File: src/rtl/y_signature_unit_if.sv
// Handshake/bus bundle between a y_signature_unit and its driver/consumer.
// SIG_CMP_EN adds the expected-signature input and the mismatch flag.
interface y_signature_unit_if #(
  parameter int Y_W   = 241,
  parameter int SIG_W = 32,
  parameter int CNT_W = 16
);
  logic             start;
  logic [CNT_W-1:0] num_cycles;
  logic [Y_W-1:0]   y_in;
  logic             busy;
  logic [SIG_W-1:0] sig;
  logic             sig_valid;
  logic             sig_ready;
`ifdef SIG_CMP_EN
  logic [SIG_W-1:0] sig_exp;
  logic             mismatch;

  modport master (
    output start, num_cycles, y_in, sig_ready, sig_exp,
    input  busy, sig, sig_valid, mismatch
  );
  modport slave (
    input  start, num_cycles, y_in, sig_ready, sig_exp,
    output busy, sig, sig_valid, mismatch
  );
`else
  modport master (
    output start, num_cycles, y_in, sig_ready,
    input  busy, sig, sig_valid
  );
  modport slave (
    input  start, num_cycles, y_in, sig_ready,
    output busy, sig, sig_valid
  );
`endif
endinterface

File: src/rtl/y_signature_unit.sv
// Compresses the DUT y bus into a MISR signature over a programmed window and offers it on
// a valid/ready handshake. Define SIG_CMP_EN to add an on-chip compare against sig_exp.
module y_signature_unit #(
  parameter int               Y_W    = 241,
  parameter int               SIG_W  = 32,
  parameter logic [SIG_W-1:0] POLY   = 32'h04C11DB7,
  parameter logic [SIG_W-1:0] SEED   = 32'hFFFFFFFF,
  parameter int               CNT_W  = 16,
  parameter int               WARMUP = 2
) (
  input logic              clk,
  input logic              rst,
  y_signature_unit_if.slave bus
);

  localparam int NCHUNK = (Y_W + SIG_W - 1) / SIG_W;
  localparam int PAD_W  = NCHUNK * SIG_W;
  localparam int WCNT_W = (WARMUP > 1) ? $clog2(WARMUP) : 1;
  localparam logic [WCNT_W-1:0] WLAST = WCNT_W'((WARMUP > 0) ? WARMUP - 1 : 0);

  typedef enum logic [1:0] {
    IDLE  = 2'd0,
    WARM  = 2'd1,
    ACCUM = 2'd2,
    DONE  = 2'd3
  } state_t;

  state_t            state_q, state_d;
  logic [SIG_W-1:0]  sig_q, sig_d;
  logic [CNT_W-1:0]  n_q, n_d;
  logic [CNT_W-1:0]  cnt_q, cnt_d;
  logic [WCNT_W-1:0] wcnt_q, wcnt_d;
  logic              busy_q;
  logic              valid_q;

  logic [PAD_W-1:0]  y_pad;
  logic [SIG_W-1:0]  fold;
  logic [SIG_W-1:0]  misr_next;

  assign y_pad = PAD_W'(bus.y_in);

  always_comb begin
    fold = '0;
    for (int k = 0; k < NCHUNK; k++) begin
      fold = fold ^ y_pad[k*SIG_W +: SIG_W];
    end
  end

  assign misr_next = {sig_q[SIG_W-2:0], 1'b0} ^ (sig_q[SIG_W-1] ? POLY : '0) ^ fold;

  // NOTE: every output of this block gets a default first, so no path can infer a latch.
  always_comb begin
    state_d = state_q;
    sig_d   = sig_q;
    n_d     = n_q;
    cnt_d   = cnt_q;
    wcnt_d  = wcnt_q;
    unique case (state_q)
      IDLE: begin
        if (bus.start) begin
          sig_d  = SEED;
          n_d    = bus.num_cycles;
          cnt_d  = '0;
          wcnt_d = '0;
          if (WARMUP > 0)                state_d = WARM;
          else if (bus.num_cycles == '0) state_d = DONE;
          else                           state_d = ACCUM;
        end
      end
      WARM: begin
        if (wcnt_q == WLAST) state_d = (n_q == '0) ? DONE : ACCUM;
        else                 wcnt_d  = wcnt_q + WCNT_W'(1);
      end
      ACCUM: begin
        sig_d = misr_next;
        // cnt counts samples already taken, so it tops out at N-1 and never wraps.
        if (cnt_q == n_q - CNT_W'(1)) state_d = DONE;
        else                          cnt_d   = cnt_q + CNT_W'(1);
      end
      DONE: begin
        if (bus.sig_ready) state_d = IDLE;
      end
      default: state_d = IDLE;
    endcase
  end

  // NOTE: sequential state uses non-blocking assignments so every flop samples pre-edge values.
  always_ff @(posedge clk or posedge rst) begin
    if (rst) begin
      state_q <= IDLE;
      sig_q   <= SEED;
      n_q     <= '0;
      cnt_q   <= '0;
      wcnt_q  <= '0;
      busy_q  <= 1'b0;
      valid_q <= 1'b0;
    end else begin
      state_q <= state_d;
      sig_q   <= sig_d;
      n_q     <= n_d;
      cnt_q   <= cnt_d;
      wcnt_q  <= wcnt_d;
      busy_q  <= (state_d == WARM) || (state_d == ACCUM);
      valid_q <= (state_d == DONE);
    end
  end

  assign bus.busy      = busy_q;
  assign bus.sig       = sig_q;
  assign bus.sig_valid = valid_q;

`ifdef SIG_CMP_EN
  logic mismatch_q;

  always_ff @(posedge clk or posedge rst) begin
    if (rst) begin
      mismatch_q <= 1'b0;
    end else if (state_q == IDLE && bus.start) begin
      mismatch_q <= 1'b0;
    end else if (state_q != DONE && state_d == DONE) begin
      // Compare the final signature as it lands, then hold it through DONE and beyond.
      mismatch_q <= (sig_d != bus.sig_exp);
    end
  end

  assign bus.mismatch = mismatch_q;
`endif

endmodule
File: src/flat_wrapper.sv
// flat-port wrapper written by rule: the top's interface ports become plain ports
module y_signature_unit_flat 
#(
  parameter int               Y_W    = 241,
  parameter int               SIG_W  = 32,
  parameter logic [SIG_W-1:0] POLY   = 32'h04C11DB7,
  parameter logic [SIG_W-1:0] SEED   = 32'hFFFFFFFF,
  parameter int               CNT_W  = 16,
  parameter int               WARMUP = 2
)
  (clk, rst, bus_start, bus_num_cycles, bus_y_in, bus_sig_ready, bus_busy, bus_sig, bus_sig_valid);
  y_signature_unit_if #(.Y_W(Y_W), .SIG_W(SIG_W), .CNT_W(CNT_W)) bus_i ();
  input logic clk;
  input logic rst;
  input wire logic [$bits(bus_i.start)-1:0] bus_start;
  input wire logic [$bits(bus_i.num_cycles)-1:0] bus_num_cycles;
  input wire logic [$bits(bus_i.y_in)-1:0] bus_y_in;
  input wire logic [$bits(bus_i.sig_ready)-1:0] bus_sig_ready;
  output wire logic [$bits(bus_i.busy)-1:0] bus_busy;
  output wire logic [$bits(bus_i.sig)-1:0] bus_sig;
  output wire logic [$bits(bus_i.sig_valid)-1:0] bus_sig_valid;
  assign bus_i.start = bus_start;
  assign bus_i.num_cycles = bus_num_cycles;
  assign bus_i.y_in = bus_y_in;
  assign bus_i.sig_ready = bus_sig_ready;
  assign bus_busy = bus_i.busy;
  assign bus_sig = bus_i.sig;
  assign bus_sig_valid = bus_i.sig_valid;
  y_signature_unit #(.Y_W(Y_W), .SIG_W(SIG_W), .POLY(POLY), .SEED(SEED), .CNT_W(CNT_W), .WARMUP(WARMUP)) u_core (.clk(clk), .rst(rst), .bus(bus_i));
endmodule
File: config.mk
export PLATFORM = sky130hd
export DESIGN_NAME = y_signature_unit_flat
export DESIGN_NICKNAME = d
export VERILOG_FILES = /design/src/rtl/y_signature_unit_if.sv /design/src/rtl/y_signature_unit.sv /design/src/flat_wrapper.sv
export SDC_FILE = /design/constraint.sdc
export NUM_CORES = 1
export LEC_CHECK = 0
export BUFFER_PORTS_ARGS = -buffer_cell sky130_fd_sc_hd__buf_2
export CAP_MARGIN = 15
export CORE_MARGIN = 4
export CORE_UTILIZATION = 50
export CTS_CLUSTER_DIAMETER = 50
export DETAILED_ROUTE_END_ITERATION = 8
export PLACE_DENSITY = 0.88
export SYNTH_ARGS = -nofsm -noshare
export SYNTH_HDL_FRONTEND = slang
export SYNTH_SLANG_ARGS = --single-unit
File: constraint.sdc
create_clock -name clk -period 5.1 [get_ports clk]
set_input_delay 0.255 -clock clk [delete_from_list [all_inputs] [get_ports clk]]
set_output_delay 0.255 -clock clk [all_outputs]
set_load 0.01 [all_outputs]
==> qor.yml <==
remaining_drc_errors: 0
final_antenna_net_count: 0
place_congestion: 0.929
numCtsBuffers: 9
htreeDepth: 3
synth_top_family_by_area: "XOR/XNOR gates"
crit_top_cell: "o211ai_1"
die_x_um: 114
max-slew-margin-rel_pct: 38.6
setup-tns-final_ns: 0
cp-start-kind: "register"
fp.coreArea_um2: 10900
p_per_area_nw_per_um2: 479
p_total_uw: 3530
final_common_cell: "buf_2"
clock_sinks: 69
fmax_mhz: 328
synthFlopType: "dfrtp_1"
ys_warn_count: 0
final_cell_mix: "294 x buf_2, 256 x xnor2_1, 55 x nand2_1"
clk-insertion-delay-late_ns: 0.35
cts_setup_buffers: 0
layoutNonFillerInstCount: 1050
slowest_delay_ns: 0.54
place_ws_ns: 2.14
holdWs_ns: 0.0954
antenna_found_initial: 3
status: "complete, no violations"
rrSetupSlack_ns: 2.05
min_path_cells: 3
vias: 5329
rsz0062_at_grt: "false"
async_flop_share_pct: 100
synth_edf_count: 0
synth.cell_area_um2: 5610
io_buffer_count: 294
maxSlewViolCount: 0
postSynthAreaPerCell_um2: 9.01
synth.distinct_cells: 42
critPathArrivalTime_ns: 3.32
area_growth_pct: 31.6
start_util_pct: 51.5
design.die.area_um2: 13000
final.setup.worst_slack_ns: 2.05
dp.cells: 1033
leakage_uw: 0.00317
synthMuxAreaShare_pct: 0.179
cts_root_buf: "clkbuf_8"
setup_viol: 0
row_count: 38
grt_pass1_vias: 5572
min_period_ns: 3.05
synth-xor-area-share_pct: 42.8
synthCells: 622
yosys_register_bits: 69
wl_um: 17100
synth-seq-area-share_pct: 31.5
clk_path_buf_depth: 2
fin_worst_skew_ns: 0.0102
worstSetupEndpointType: "register"
wl_per_cell_um: 16.3
hold_viol_final: 0
yosys.area_share.adder_pct: 0.669
crit_type: "register to register"
critPathMaxFanout: 26
final_nets: 1168
fin_crit_sh_pct: 59.9
cpMaxStageDelayCell: "or4_1"
cts.clk_slew.worst_paths_ns: 0.08
syn_nets: 886
irDropWorstVdd_mv: 0.254
synth_compound_area_share_pct: 8.73
worstPathCellList: "inv_1 -> ha_1 -> or3b_1 -> o31a_1 -> o211ai_1 -> o211ai_1 -> and4_1 -> and2b_4 -> or4_1 -> a21oi_1"
cp.required_ns: 5.36
via_per_inst: 5.08
track_usage_pct: 26.1
hold_path_class: "primary input to register"
firstDrtPassIters: 5
tightest_slew_ns: 0.919
drt-initial-drc-count: 309
grt_max_degree: 70
synth-simple-area-share_pct: 13.7
grt_pass1_wl_um: 26800
die_h_um: 114
gr-total-overflow: 0
tritoncts: "done"
ios: 295
hpwl_um: 14000
reg2reg_depth: 10
cts_hold_buf: 0
maxCapViolCount: 0
layout-drive-gt1-share_pct: 38.5
cts_resized: 0
## metal layers
metal  GRT usage (%)  vias to the layer above  share of wire, %
met4            5.94                        4               1.3
met2            47.9                      188                54
met5               0                        -              0.16
met3            6.31                       25               6.3
li1                -                     2605                 -
met1            30.6                     2507                39
## cell families (layout without fill, tap and decap cells)
| kind of cell | count (synthesis) | count (layout) |
|---|---|---|
| AO/OA/AOI/OAI | 84 | 84 |
| XOR/XNOR | 274 | 274 |
| adder cells (fa/ha/maj) | 3 | 3 |
| buffers and inverters | 32 | 319 |
| flip-flops | 69 | 69 |
| multiplexers | 1 | 1 |
| other | 0 | 1 |
| AND/OR/NAND/NOR | 159 | 159 |
## per-stage QoR
| stage | area (µm²) | util, % |
|---|---|---|
| 2_1_floorplan | 5610 | - |
| 3_3_place_gp | 7170 | 65.9 |
| 3_5_place_dp | 7170 | 65.9 |
| 4_1_cts | 7370 | 67.7 |
| 5_1_grt | 7380 | 67.8 |
| 6_report | 7380 | 67.8 |
## where the power goes
| group | internal (µW) | total (µW) | leakage (µW) | switching (µW) |
|---|---|---|---|---|
| clock network | 240 | 456 | 0.0000960 | 216 |
| logic | 947 | 1910 | 0.00226 | 962 |
| registers | 868 | 1170 | 0.000815 | 300 |
| total | 2060 | 3530 | 0.00317 | 1480 |
## worst max-delay path: cells and delay by family (launching register included)
family	cells	cell delay, ns
buf+inv	1	0.09
compound gates	4	0.75
fa+ha+maj	1	0.25
simple gates	4	1.45
flops	1	0.43
## cell type report
| type | count | area (µm²) |
|---|---|---|
| fill | 851 | 3510 |
| antenna | 1 | 2.50 |
| tap | 140 | 175 |
| clock inverter | 5 | 58.8 |
| inverter | 7 | 26.3 |
| timing repair buffer | 296 | 1490 |
| sequential | 69 | 1770 |
| clock buffer | 11 | 141 |
| multi-input combinational | 521 | 3720 |
## synth_stat cells, drive strengths merged (2+ instances only)
| cell type | n | area [µm²] |
|---|---|---|
| a21oi | 44 | 220 |
| a31oi | 5 | 31.3 |
| and3 | 5 | 31.3 |
| buf | 8 | 45.0 |
| clkbuf | 17 | 63.8 |
| dfrtp | 37 | 926 |
| dfstp | 32 | 841 |
| ha | 3 | 37.5 |
| inv | 7 | 26.3 |
| nand2 | 55 | 206 |
| nand2b | 5 | 31.3 |
| nand3 | 10 | 50.1 |
| nand3b | 3 | 22.5 |
| nand4 | 5 | 31.3 |
| nor2 | 42 | 158 |
| nor3 | 4 | 25.0 |
| nor4 | 9 | 56.3 |
| o211ai | 5 | 37.5 |
| o21a | 3 | 22.5 |
| o21ai | 14 | 70.1 |
| o22ai | 2 | 12.5 |
| o31a | 5 | 43.8 |
| o31ai | 2 | 15.0 |
| or3 | 9 | 56.3 |
| or4 | 5 | 37.5 |
| xnor2 | 256 | 2240 |
| xor2 | 18 | 158 |
## registers in the layout, indices dropped and copies added (netlist names)
| register | count |
|---|---|
| u_core.wcnt_q | 1 |
| u_core.bus.sig | 32 |
| u_core.state_q | 2 |
| u_core.bus.busy | 1 |
| u_core.n_q | 16 |
| u_core.cnt_q | 16 |
| u_core.bus.sig_valid | 1 |
## final timing paths
path                                           startpoint                             end
setup / recovery                u_core.n_q[0]$_DFFE_PP0P_    u_core.cnt_q[13]$_DFFE_PP0P_
hold / removal                          bus_num_cycles[5]       u_core.n_q[5]$_DFFE_PP0P_
setup reg to reg                u_core.n_q[0]$_DFFE_PP0P_    u_core.cnt_q[13]$_DFFE_PP0P_
hold reg to reg            u_core.bus.sig[12]$_DFFE_PP1P_  u_core.bus.sig[12]$_DFFE_PP1P_
max in group asynchronous                             rst    u_core.cnt_q[10]$_DFFE_PP0P_
min in group asynchronous                             rst       u_core.wcnt_q$_DFFE_PP0P_
Power figures use the tool's default switching activity.
